===== src/rtl/pulse_rate_scheduler_pkg.sv =====
// Shared types and helpers for the pulse rate scheduler.
// STICKY option: define PULSE_RATE_SCHEDULER_STICKY_EN.
package pulse_rate_scheduler_pkg;

    typedef enum logic {
        ST_IDLE = 1'b0,
        ST_COOL = 1'b1
    } state_e;

    // Instantiators size IDX_W with this.
    function automatic int clog2(input int n);
        int r;
        r = 0;
        while ((1 << r) < n) r++;
        return r;
    endfunction

endpackage


===== src/rtl/pulse_rate_scheduler_if.sv =====
// Request/pulse bundle between requesters and the scheduler.
// Slave side is the scheduler; master side drives requests.
interface pulse_rate_scheduler_if #(
    parameter int NUM_REQ = 4,
    parameter int IDX_W   = 2
) ();

    logic               enable;
    logic [NUM_REQ-1:0] req;
    logic [NUM_REQ-1:0] pulse_out;
    logic [IDX_W-1:0]   grant_idx;
    logic               busy;

    modport master (
        output enable,
        output req,
        input  pulse_out,
        input  grant_idx,
        input  busy
    );

    modport slave (
        input  enable,
        input  req,
        output pulse_out,
        output grant_idx,
        output busy
    );

endinterface


===== src/rtl/pulse_rate_scheduler_rr_pick.sv =====
// Combinational round-robin pick: first set bit searching upward
// from last+1, wrapping.
module pulse_rate_scheduler_rr_pick #(
    parameter int NUM_REQ = 4,
    parameter int IDX_W   = 2
) (
    input  logic [NUM_REQ-1:0] eligible,
    input  logic [IDX_W-1:0]   last,
    output logic               any,
    output logic [IDX_W-1:0]   pick
);

    logic [IDX_W-1:0] idx;

    // Walk from farthest to nearest so the nearest hit wins.
    always_comb begin
        pick = '0;
        idx  = '0;
        for (int i = NUM_REQ; i >= 1; i--) begin
            idx = IDX_W'((int'(last) + i) % NUM_REQ);
            if (eligible[idx]) pick = idx;
        end
    end

    assign any = |eligible;

endmodule


===== src/rtl/pulse_rate_scheduler.sv =====
// Round-robin sharing of one cooldown pulse generator among NUM_REQ lines.
// Optional PULSE_RATE_SCHEDULER_STICKY_EN latches request rising edges.
module pulse_rate_scheduler
    import pulse_rate_scheduler_pkg::*;
#(
    parameter int NUM_REQ       = 4,
    parameter int COOLDOWN_BITS = 21,
    parameter int IDX_W         = 2
) (
    input  logic                 clk,
    input  logic                 reset_n,
    pulse_rate_scheduler_if.slave bus
);

    state_e                   state_q, state_d;
    logic [COOLDOWN_BITS-1:0] count_q, count_d;
    logic [NUM_REQ-1:0]       pulse_q, pulse_d;
    logic [IDX_W-1:0]         grant_q, grant_d;
    logic [IDX_W-1:0]         last_q, last_d;
    logic                     busy_q, busy_d;

    logic [NUM_REQ-1:0] eligible;
    logic               any;
    logic [IDX_W-1:0]   pick;

`ifdef PULSE_RATE_SCHEDULER_STICKY_EN
    logic [NUM_REQ-1:0] req_q;
    logic [NUM_REQ-1:0] pending_q, pending_d;

    assign eligible = pending_q | bus.req;
`else
    assign eligible = bus.req;
`endif

    pulse_rate_scheduler_rr_pick #(
        .NUM_REQ (NUM_REQ),
        .IDX_W   (IDX_W)
    ) u_pick (
        .eligible (eligible),
        .last     (last_q),
        .any      (any),
        .pick     (pick)
    );

    always_comb begin
        state_d = state_q;
        count_d = count_q;
        pulse_d = '0;
        grant_d = grant_q;
        last_d  = last_q;
        busy_d  = busy_q;
        unique case (state_q)
            ST_IDLE: begin
                if (bus.enable && any) begin
                    state_d = ST_COOL;
                    count_d = COOLDOWN_BITS'(1);
                    pulse_d = NUM_REQ'(1) << pick;
                    grant_d = pick;
                    last_d  = pick;
                    busy_d  = 1'b1;
                end
            end
            ST_COOL: begin
                count_d = count_q + 1'b1;
                // All-ones is the last cooldown cycle; count wraps to 0.
                if (&count_q) begin
                    state_d = ST_IDLE;
                    busy_d  = 1'b0;
                end
            end
        endcase
    end

`ifdef PULSE_RATE_SCHEDULER_STICKY_EN
    assign pending_d = (pending_q | (bus.req & ~req_q)) & ~pulse_d;
`endif

    always_ff @(posedge clk) begin
        if (!reset_n) begin
            state_q   <= ST_IDLE;
            count_q   <= '0;
            pulse_q   <= '0;
            grant_q   <= '0;
            last_q    <= IDX_W'(NUM_REQ - 1);
            busy_q    <= 1'b0;
`ifdef PULSE_RATE_SCHEDULER_STICKY_EN
            req_q     <= '0;
            pending_q <= '0;
`endif
        end else begin
            state_q   <= state_d;
            count_q   <= count_d;
            pulse_q   <= pulse_d;
            grant_q   <= grant_d;
            last_q    <= last_d;
            busy_q    <= busy_d;
`ifdef PULSE_RATE_SCHEDULER_STICKY_EN
            req_q     <= bus.req;
            pending_q <= pending_d;
`endif
        end
    end

    assign bus.pulse_out = pulse_q;
    assign bus.grant_idx = grant_q;
    assign bus.busy      = busy_q;

endmodule


===== src/flat_wrapper.sv =====
// flat-port wrapper written by rule: the top's interface ports become plain ports
module pulse_rate_scheduler_flat import pulse_rate_scheduler_pkg::*;
#(
    parameter int NUM_REQ       = 4,
    parameter int COOLDOWN_BITS = 21,
    parameter int IDX_W         = 2
)
  (clk, reset_n, bus_enable, bus_req, bus_pulse_out, bus_grant_idx, bus_busy);
  pulse_rate_scheduler_if #(.NUM_REQ(NUM_REQ), .IDX_W(IDX_W)) bus_i ();
  input  logic clk;
  input  logic reset_n;
  input wire logic [$bits(bus_i.enable)-1:0] bus_enable;
  input wire logic [$bits(bus_i.req)-1:0] bus_req;
  output wire logic [$bits(bus_i.pulse_out)-1:0] bus_pulse_out;
  output wire logic [$bits(bus_i.grant_idx)-1:0] bus_grant_idx;
  output wire logic [$bits(bus_i.busy)-1:0] bus_busy;
  assign bus_i.enable = bus_enable;
  assign bus_i.req = bus_req;
  assign bus_pulse_out = bus_i.pulse_out;
  assign bus_grant_idx = bus_i.grant_idx;
  assign bus_busy = bus_i.busy;
  pulse_rate_scheduler #(.NUM_REQ(NUM_REQ), .COOLDOWN_BITS(COOLDOWN_BITS), .IDX_W(IDX_W)) u_core (.clk(clk), .reset_n(reset_n), .bus(bus_i));
endmodule

===== config.mk =====
export PLATFORM = sky130hd
export DESIGN_NAME = pulse_rate_scheduler_flat
export DESIGN_NICKNAME = d
export VERILOG_FILES = /design/src/rtl/pulse_rate_scheduler_pkg.sv /design/src/rtl/pulse_rate_scheduler_if.sv /design/src/rtl/pulse_rate_scheduler_rr_pick.sv /design/src/rtl/pulse_rate_scheduler.sv /design/src/flat_wrapper.sv
export SDC_FILE = /design/constraint.sdc
export NUM_CORES = 1
export LEC_CHECK = 0
export ABC_AREA = 0
export BUFFER_PORTS_ARGS = -buffer_cell sky130_fd_sc_hd__buf_2
export CAP_MARGIN = 20
export CELL_PAD_IN_SITES_DETAIL_PLACEMENT = 0
export CELL_PAD_IN_SITES_GLOBAL_PLACEMENT = 1
export CORE_UTILIZATION = 43
export CTS_CLUSTER_DIAMETER = 80
export CTS_CLUSTER_SIZE = 20
export DETAILED_ROUTE_END_ITERATION = 12
export GPL_ROUTABILITY_DRIVEN = 1
export PLACE_DENSITY = 0.8
export SYNTH_ARGS = -nofsm -noshare
export SYNTH_HDL_FRONTEND = slang
export SYNTH_SLANG_ARGS = --single-unit

===== constraint.sdc =====
create_clock -name clk -period 2.3 [get_ports clk]
set_input_delay 0.23 -clock clk [delete_from_list [all_inputs] [get_ports clk]]
set_output_delay 0.23 -clock clk [all_outputs]
set_load 0.05 [all_outputs]

After elaboration in Yosys (flattened, before gate mapping)

Cells that the tools add are included.

Bits of input ports: 7
Register bits: 31
Logic and storage cells: 47

Shift operators: 1
Reduce and logical (&&, ||, !) cells: 6
$add $sub $neg: 5
Equality and inequality tests: 2
Magnitude comparators: 4
Bitwise gates (word level): 3
Multiplexer cells: 20

Operator list:

| kind                                                                 | count |
|---|---|
| 21-bit case mux with 2 select lines                                  | 1 |
| 21-bit by 1-bit adder with 21-bit output, second input constant      | 1 |
| 21-bit 2-to-1 mux                                                    | 1 |
| 21-bit AND reduction                                                 | 1 |
| 2-bit by 3-bit < comparator with 1-bit output, second input constant | 4 |
| 1-bit binary-select mux with 2-bit select                            | 4 |
| 1-bit 2-to-1 mux                                                     | 8 |
| 2-bit 2-to-1 mux                                                     | 4 |
| 2-bit by 1-bit adder with 2-bit output, second input constant        | 2 |
| 2-bit adder, second input constant                                   | 2 |
| 1-bit case mux with 2 select lines                                   | 2 |
| 2-bit AND reduction                                                  | 2 |
| 4-bit OR reduction                                                   | 1 |
| 1-bit by 2-bit left shift with 4-bit output, first input constant    | 1 |
| 1-bit inverter                                                       | 3 |
| 3-bit OR reduction                                                   | 1 |
| 2-bit by 1-bit != test with 1-bit output, second input constant      | 1 |
| 2-bit != test, second input constant                                 | 1 |
| 1-bit logical AND                                                    | 1 |

Depth between registers and ports, before layout

Gate-level depths: netlist of the first run.

Depth in word-level cells: 8
Depth in mapped cells: 6

Hierarchy

A second synthesis of the first run with hierarchy kept.

Cells, all modules: 172
Area total of the unflattened synthesis: 1455.1 µm²

By module, submodules not included:

| module                       | instances | area each (µm²) | cells each | sequential area each (µm²) |
|---|---|---|---|---|
| pulse_rate_scheduler         | 1         | 1363.8          | 158        | 620.6 |
| pulse_rate_scheduler_rr_pick | 1         | 91.3            | 14         | 0.0 |

Least setup slack after synthesis of the first run

No wires, ideal clock.

Kind: reg-to-reg
Start point: reg u_core.count_q[7]
End point: reg u_core.count_q[13]
Cell stages (with the launch flop): 5
Data required time: 2226 ps
Path buffers: 0
Library setup time: 74 ps
Path slack: 665 ps
Arrival time: 1560 ps
Period minus slack after synthesis: 1635 ps
Cell sequence: dfxtp_1 > nand4_4 > or4_4 > or4_1 > o21ai_0

Longest elaborated chain between the ends: 2

Ends and longest elaborated chain:

| what                                     | line                       | text |
|---|---|---|
| from (decl)                              | pulse_rate_scheduler.sv:16 | `logic [COOLDOWN_BITS-1:0] count_q, count_d;` |
| from (signal assigned)                   | pulse_rate_scheduler.sv:92 | `count_q <= count_d;` |
| 21-bit by 1-bit adder with 21-bit output | pulse_rate_scheduler.sv:64 | `count_d = count_q + 1'b1;` |
| 21-bit case mux with 2 select lines      | pulse_rate_scheduler.sv:52 | `unique case (state_q)` |

Every way passes these cells.
A chain may end at the register's enable or synchronous reset.

Worst setup path after layout of the first run

Start point: reg u_core.state_q
End point: reg u_core.count_q[13]

Longest elaborated chain between the ends: 2
Elaborated cells on any way between the ends: 3
Classes of those cells: eq/ne: 1; mux: 1; bitwise: 1

Ends and longest elaborated chain:

| what                                                                                            | line                       | text |
|---|---|---|
| from (decl)                                                                                     | pulse_rate_scheduler.sv:15 | `state_e state_q, state_d;` |
| from (signal assigned)                                                                          | pulse_rate_scheduler.sv:91 | `state_q <= state_d;` |
| 1-bit inverter (no line)                                                                        | n/a                        |  |
| 21-bit case mux with 2 select lines or 2-bit by 1-bit != test with 1-bit output (tied branches) | n/a                        |  |

Parallel ways exist; a longest one is shown, timed or not.

==> results of run 1 <==
-- worst min-delay path: stages --
cell and delay [ns]:
buf_2 0.11, buf_4 0.19, nand3_1 0.08
-- registers in the layout (all words and copies together) (netlist names) --
name,flops
u_core.bus.pulse_out,4
u_core.bus.grant_idx,2
u_core.count_q,21
u_core.last_q,2
u_core.state_q,1
u_core.bus.busy,1
-- cell families after synthesis --
kind of cell	count (synthesis)
and+or+nand+nor	76
AOI/OAI and AO/OA	39
adders and majority gates	1
DFF	31
xor gates and xnor gates	1
muxes	3
buffers and inverters	14
-- power groups by stage --
stage / Combinational, µW / Sequential [µW] / Clock, µW
after floorplan: 57.7 / 594 / 0
after global placement: 106 / 574 / 0
after detailed placement: 107 / 575 / 0
after CTS: 108 / 563 / 310
after global routing: 118 / 565 / 336
final: 107 / 563 / 303
-- layout by cell type (no fill, tap or decap), types with 2 or more instances in the layout --
cell / count
dfxtp_1: 31
buf_2: 13
nand2_1: 12
nand3_1: 10
nor2_1: 9
a21oi_1: 9
nand4_1: 8
inv_1: 7
o31ai_1: 6
nand2b_1: 5
or3_1: 5
clkbuf_4: 5
o21ai_0: 4
nor3_1: 4
o211ai_1: 4
nor4_1: 4
and2_1: 3
nor2b_1: 3
o21a_1: 3
buf_4: 3
and4_1: 2
mux2i_1: 2
or2_2: 2
o2111ai_1: 2
a211o_1: 2
or4_1: 2
clkbuf_1: 2
-- synth_stat cells (all sizes together) (2+ instances only) --
cell,number,area [µm²]
a21oi,9,45.0
o211ai,4,30.0
a211o,2,17.5
o2111ai,2,17.5
o21a,3,22.5
inv,7,26.3
o21ai,4,20.0
nand4,9,71.3
nand2b,5,31.3
and2,3,18.8
dfxtp,31,621
o31ai,6,45.0
nor4,5,37.5
or2,2,12.5
nand2,12,45.0
mux2i,2,20.0
nor3,4,20.0
or3,5,31.3
buf,2,8.75
nand3,10,50.1
nor2b,3,18.8
or4,3,26.3
and4,2,17.5
clkbuf,5,18.8
nor2,9,33.8
-- worst paths after layout --
| kind | endpoint | depth (start not counted) |
|---|---|---|
| hold / removal | u_core.last_q[1]$_SDFFE_PN1P_ | 3 |
| setup reg to reg | u_core.count_q[13]$_SDFFE_PN0P_ | 4 |
| setup / recovery | u_core.count_q[13]$_SDFFE_PN0P_ | 4 |
| hold reg to reg | u_core.bus.grant_idx[1]$_SDFFE_PN0P_ | 2 |
-- through the flow --
step / total power, µW / utilization / hold slack [ns] / area [µm²] / cells
floorplan: 652 / - / 0.433 / 1450 / 165
global placement: 680 / 0.501 / 0.440 / 1570 / 218
detailed placement: 683 / 0.501 / 0.454 / 1570 / 218
CTS: 981 / 0.517 / 0.308 / 1620 / 226
global route: 1020 / 0.517 / 0.329 / 1620 / 226
finish: 973 / 0.517 / 0.320 / 1620 / 226
-- layer usage --
metal | share of wire | vias to the layer above
met5 | 0 | -
met4 | 0.020 | 0
met3 | 0.036 | 8
met2 | 0.46 | 23
met1 | 0.49 | 623
li1 | - | 657
-- layout make-up --
| class | instances | area share |
|---|---|---|
| multi-input cells | 120 | 0.481 |
| flip-flops and latches | 31 | 0.384 |
| well taps | 44 | 0.0341 |
| repair buffers | 16 | 0.0542 |
| clock buffers | 7 | 0.0279 |
| clock inverters | 1 | 0.00310 |
| inverters | 7 | 0.0163 |
==> metrics.cfg, run 1 <==
[run]
drv_cap = 0

[synthesis]
synth-compound-area-share = 0.191
syn_inst = 165
synth_top_family_by_area = simple AND/OR/NAND/NOR gates
synth-seq-cells = 31
synth_seq_area_share = 0.428
synth_xor_xnor_area_share = 0.00603
synth_fa_ha_area_frac = 0.00862
syn_area_per_cell_um2 = 8.80
ys_async_sr_fraction = 0
synth_edf_count = 0
netlist_area_um2 = 1450
ys_types = 45
synth_flop_cell = dfxtp_1
ys_warn_count = 0
syn-num-nets = 173
synthMuxAreaShare = 0.0216
yosys.area_share.simple = 0.309

[floorplanning]
die_w_um = 60.1
die_area_um2 = 3610
start_util = 0.464
die_height_um = 60.1
row_count = 20
placeableCoreArea_um2 = 3130
io_pins = 14

[place]
numPortBuffers = 13
routabilityCongestion = 0.773
post-place-ws_ns = 0.355
dpl.hpwl_um = 2070

[sta]
slew_headroom = 0.559
period_share = 0.855
rsz0062_at_grt = false
final-hold-violation-count = 0
skew_ns = 0.0227
tns_ns = 0
tightest_slew_ns = 0.654
fin_crit_ns = 1.97
final.setup.worst_slack_ns = 0.334
drv_slew = 0
fmax_ghz = 0.509
setup_viol = 0

[worst_setup_path]
rr_startpoint = u_core.state_q$_SDFF_PN0_
path_cells = nand3_1 > or4_4 > or4_1 > o21ai_0
critical-path-top-delay-family = simple AND/OR/NAND/NOR gates
worst_ep_arrival_time_ns = 2.25
critical_path.slowest_cell = or4_4
critPathKind = reg2reg
cp-startpoint = u_core.state_q$_SDFF_PN0_
rrSetupSlack_ns = 0.33
end_kind = flip-flop
worst-path-max-fanout = 13
critPathBufInv = 0
cp.required_ns = 2.58
worstSetupStartpointType = flip-flop
critical-path-max-stage-delay_ns = 0.58

[cts]
cts_htree_levels = 2
cts.clk_slew.worst_paths_ns = 0.11
numCtsBuffers = 5
cts.sinks = 31
cts_root_buffer = clkbuf_4
cts_tree = built
clkLatencyLatePin_ns = 0.34
cts_resized = 0
postCtsSetupRepairBufs = 0
hold_buffers = 0
clockBufferDepth = 2

[pwr]
ir_drop_v = 0.000323
p_switching_uw = 270
p_comb_frac = 0.110
power_density_nw_per_um2 = 602
p_leak_uw = 0.000573
sw_frac_of_total = 0.277
pwr-share-clk = 0.312
p_int_uw = 703
seq_power_share = 0.578

[global_route]
grt_use_met2 = 0.319
antenna_found_initial = 0
grt_max_degree = 21
globalRouteMet1Util = 0.240
grt_pass1_vias = 1188
grt_overflow = 0
grt.total_usage = 0.194
groute.layer.met3.usage = 0.0411
grt_pass1_wl_um = 5150
top_usage_layer = met2

[routing]
wire_per_inst_um = 13.0
dr.pass1.iters = 4
vias = 1311
wl_um = 2930
drt-initial-drc-count = 64
drcViolationCount = 0
vias_per_cell = 5.80
ant_nets = 0

[cells_and_area]
drive_gt1_frac = 0.159
final_nets = 189
fill_cells = 308
antennaDiodeCount = 0
syn2layout_area_growth_pct = 11.4
regArea_um2 = 621
multi_input_area_um2 = 777

[status]
outcome = finished clean

[worst_hold_path]
hp-start = reset_n
hold_class = in2reg

(Power assumes the default switching activity.)
==> inputs of run 2 (changes only) <==
==> constraint.sdc (replaced) <==
create_clock -name clk -period 2.19 [get_ports clk]
set_input_delay 0.219 -clock clk [delete_from_list [all_inputs] [get_ports clk]]
set_output_delay 0.219 -clock clk [all_outputs]
set_load 0.05 [all_outputs]
==> metrics.cfg, run 2 (same netlist as run 1, synthesis figures left out) <==
[status]
outcome = finished clean

[run]
drv_cap = 0

[global_route]
grt_overflow = 0
antenna_found_initial = 0
grt_pass1_vias = 1225
grt_pass1_wl_um = 5510
top_usage_layer = met2
grt_use_met2 = 0.344
grt_max_degree = 22
grt.total_usage = 0.209
groute.layer.met3.usage = 0.0649
globalRouteMet1Util = 0.254

[cells_and_area]
multi_input_area_um2 = 777
regArea_um2 = 621
drive_gt1_frac = 0.169
largest_reg_flops = 21
final_nets = 190
largest-register = u_core.count_q
final_cell_mix = 31 x dfxtp_1, 13 x buf_2, 12 x nand2_1
fill_cells = 315
syn2layout_area_growth_pct = 13.2
final_common_cell = dfxtp_1
antennaDiodeCount = 0

[floorplanning]
die_w_um = 60.1
start_util = 0.464
io_pins = 14
die_area_um2 = 3610
row_count = 20
placeableCoreArea_um2 = 3130
die_height_um = 60.1

[cts]
postCtsSetupRepairBufs = 0
cts_root_buffer = clkbuf_4
cts_resized = 0
hold_buffers = 0
clockBufferDepth = 2
cts_htree_levels = 2
cts.sinks = 31
numCtsBuffers = 5
clkLatencyLatePin_ns = 0.34
cts.clk_slew.worst_paths_ns = 0.09
cts_tree = built

[routing]
dr.pass1.iters = 4
drcViolationCount = 0
wire_per_inst_um = 13.6
vias = 1291
wl_um = 3090
ant_nets = 0
drt-initial-drc-count = 64
vias_per_cell = 5.69

[worst_setup_path]
critical-path-top-delay-family = simple AND/OR/NAND/NOR gates
critical-path-max-stage-delay_ns = 0.53
cp-startpoint = u_core.count_q[2]$_SDFFE_PN0P_
path_cells = nand4_1 > or4_4 > or4_1 > o21ai_0
rr_startpoint = u_core.count_q[2]$_SDFFE_PN0P_
critical_path.slowest_cell = or4_4
cp.required_ns = 2.46
worstSetupStartpointType = flip-flop
critPathKind = reg2reg
critPathBufInv = 0
worst_ep_arrival_time_ns = 2.05
end_kind = flip-flop
worst-path-max-fanout = 8

[worst_hold_path]
hold_class = in2reg
hp-start = reset_n

[sta]
period_share = 0.815
fin_crit_ns = 1.78
fmax_ghz = 0.561
tightest_slew_ns = 0.743
setup_viol = 0
slew_headroom = 0.500
final-hold-violation-count = 0
drv_slew = 0
rsz0062_at_grt = false
tns_ns = 0
skew_ns = 0.00477

[place]
routabilityCongestion = 0.783
dpl.hpwl_um = 2210
numPortBuffers = 13

[pwr]
power_density_nw_per_um2 = 665
total_power_uw = 1090
p_leak_uw = 0.000587
ir_drop_v = 0.000347

[run 2: cell types whose count changed in the layout (fill, tap and decap cells not counted), sizes merged]
cell	change
clkinv	-1
clkbuf	+1
buf	+1
[run 2: area by class of cell]
cell class / instances / share of cell area
sequential: 31 / 0.378
timing repair buffer: 17 / 0.0579
multi-input combinational: 120 / 0.473
inverter: 7 / 0.0160
tap: 44 / 0.0335
clock buffer: 8 / 0.0419
[run 2: power by group]
group / internal (µW) / leakage, µW / switching (µW)
Combinational: 36.9 / 0.000297 / 82.5
Clock: 189 / 0.0000386 / 198
Sequential: 578 / 0.000252 / 9.05
Total: 804 / 0.000587 / 289
[run 2: through the flow]
step                cell area [µm²]   util  worst slack, ns  hold slack (ns)  cells
floorplan                      1450      -            0.555            0.433    165
global placement               1570  0.503            0.482            0.440    219
detailed placement             1570  0.503            0.435            0.453    219
CTS                            1640  0.525            0.400            0.239    227
global route                   1640  0.525            0.224            0.264    227
finish                         1640  0.525            0.406            0.244    227
[run 2: metal layers]
metal  up-vias  routed length (µm)
met5         -                   0
met4         0                  19
met3         2                 103
met2        16                1540
met1       618                1430
li1        655                   -
[run 2: path summary, 6_finish.rpt]
kind / end / slack (ns) / depth (start not counted)
worst max-delay path: u_core.count_q[13]$_SDFFE_PN0P_ / 0.41 / 4
worst min-delay path: u_core.last_q[1]$_SDFFE_PN1P_ / 0.24 / 2
worst max register to register: u_core.count_q[13]$_SDFFE_PN0P_ / 0.41 / 4
worst min register to register: u_core.bus.grant_idx[1]$_SDFFE_PN0P_ / 0.47 / 2
==> inputs of run 3 (changes only) <==
--- a/config.mk
+++ b/config.mk
@@ -10,12 +10,12 @@
 export CAP_MARGIN = 20
 export CELL_PAD_IN_SITES_DETAIL_PLACEMENT = 0
 export CELL_PAD_IN_SITES_GLOBAL_PLACEMENT = 1
-export CORE_UTILIZATION = 43
+export CORE_UTILIZATION = 39
 export CTS_CLUSTER_DIAMETER = 80
 export CTS_CLUSTER_SIZE = 20
 export DETAILED_ROUTE_END_ITERATION = 12
 export GPL_ROUTABILITY_DRIVEN = 1
-export PLACE_DENSITY = 0.8
+export PLACE_DENSITY = 0.77
 export SYNTH_ARGS = -nofsm -noshare
 export SYNTH_HDL_FRONTEND = slang
 export SYNTH_SLANG_ARGS = --single-unit
==> constraint.sdc (replaced) <==
create_clock -name clk -period 1.6 [get_ports clk]
set_input_delay 0.16 -clock clk [delete_from_list [all_inputs] [get_ports clk]]
set_output_delay 0.16 -clock clk [all_outputs]
set_load 0.05 [all_outputs]
==> metrics.cfg, run 3 (same netlist as run 1, synthesis figures left out) <==
[cells_and_area]
antennaDiodeCount = 0
drive_gt1_frac = 0.292
largest-register = u_core.count_q
largest_reg_flops = 21
final_nets = 209
final_common_cell = dfxtp_1
syn2layout_area_growth_pct = 27.9
final_cell_mix = 24 x dfxtp_1, 22 x buf_4, 13 x buf_2

[global_route]
antenna_found_initial = 0
grt.total_usage = 0.179
grt_pass1_wl_um = 5530
grt_overflow = 0
grt_pass1_vias = 1291
grt_max_degree = 18

[cts]
cts.sinks = 31
clkLatencyLatePin_ns = 0.29
cts_tree = built
cts_root_buffer = clkbuf_8
hold_buffers = 0
cts_htree_levels = 2
clockBufferDepth = 2
cts.clk_slew.worst_paths_ns = 0.06
numCtsBuffers = 5

[pwr]
ir_drop_v = 0.000409
power_density_nw_per_um2 = 896
p_switching_uw = 415
pwr-share-clk = 0.407
seq_power_share = 0.482
p_leak_uw = 0.000716
p_comb_frac = 0.112
sw_frac_of_total = 0.249
p_int_uw = 1250

[sta]
final.setup.worst_slack_ns = 0.0523
setup_viol = 0
period_share = 0.967
slew_headroom = 0.685
fmax_ghz = 0.646
fin_crit_ns = 1.55
drv_slew = 0
tightest_slew_ns = 0.468
final-hold-violation-count = 0
skew_ns = 0.00437
tns_ns = 0

[status]
outcome = finished clean

[floorplanning]
io_pins = 14
placeableCoreArea_um2 = 3440
die_area_um2 = 3970
start_util = 0.422
die_height_um = 63.0
die_w_um = 63.0
row_count = 21

[place]
routabilityCongestion = 0.829
dpl.hpwl_um = 2410
post-place-ws_ns = 0.0131
numPortBuffers = 13

[worst_setup_path]
end_kind = flip-flop
worst-path-max-fanout = 4
worstSetupStartpointType = flip-flop
critPathKind = reg2reg
worst_ep_arrival_time_ns = 1.72
cp.required_ns = 1.77

[routing]
wl_um = 3310
drt-initial-drc-count = 50
dr.pass1.iters = 4
vias = 1386
vias_per_cell = 5.59
drcViolationCount = 0
ant_nets = 0
wire_per_inst_um = 13.3

[run]
drv_cap = 0

[worst_hold_path]
hold_class = in2reg

[run 3: cell types whose count changed in the layout (fill, tap and decap cells not counted), sizes merged]
| cell | before | now |
|---|---|---|
| buf | 17 | 36 |
[run 3: worst max-delay path, cell delays in order, from the launching register on]
cell and delay, ns:
dfxtp_4 0.37, nand4_4 0.10, or4_4 0.53, buf_4 0.15, o2111ai_1 0.18, o31ai_1 0.09
[run 3: final timing paths]
check / from / end / slack [ns] / cells past startpoint
hold / removal: reset_n / u_core.count_q[18]$_SDFFE_PN0P_ / 0.18 / 3
setup / recovery: u_core.count_q[8]$_SDFFE_PN0P_ / u_core.count_q[15]$_SDFFE_PN0P_ / 0.05 / 5
hold reg to reg: u_core.bus.grant_idx[1]$_SDFFE_PN0P_ / u_core.bus.grant_idx[1]$_SDFFE_PN0P_ / 0.46 / 2
setup reg to reg: u_core.count_q[8]$_SDFFE_PN0P_ / u_core.count_q[15]$_SDFFE_PN0P_ / 0.05 / 5
[run 3: per-layer routing]
| layer | vias to the layer above | track usage | share of wire |
|---|---|---|---|
| met5 | - | 0 | 0 |
| met1 | 656 | 0.198 | 0.44 |
| li1 | 696 | - | - |
| met3 | 9 | 0.0474 | 0.043 |
| met4 | 0 | 0.0959 | 0.026 |
| met2 | 25 | 0.309 | 0.49 |
[run 3: power groups by stage]
stage | Clock [µW] | Combinational [µW] | Sequential, µW
2_1_floorplan | 0 | 83.0 | 854
3_5_place_dp | 0 | 185 | 822
3_3_place_gp | 0 | 181 | 821
5_1_grt | 734 | 202 | 803
6_report | 677 | 186 | 801
4_1_cts | 688 | 186 | 805
[run 3: cell type report]
type,instances,area [µm²]
clock buffer,8,100
fill,307,1590
inverter,7,26.3
multi-input combinational,120,795
sequential,31,637
tap,46,57.6
timing repair buffer,36,241
[run 3: what timing repair did]
action | CTS | global route
setup buffers | 0 | 3
resized for setup | 1 | 10
setup endpoints to repair | 1 | 5
pin swaps | 0 | 2
[run 3: per-stage QoR]
step                std cells  hold WS (ns)   util  cell area (µm²)  power, µW
floorplan                 165         0.395      -             1460        937
global placement          237         0.442  0.494             1700       1000
detailed placement        237         0.447  0.494             1700       1010
CTS                       245         0.178  0.524             1800       1680
global route              248         0.178  0.539             1860       1740
finish                    248         0.179  0.539             1860       1660
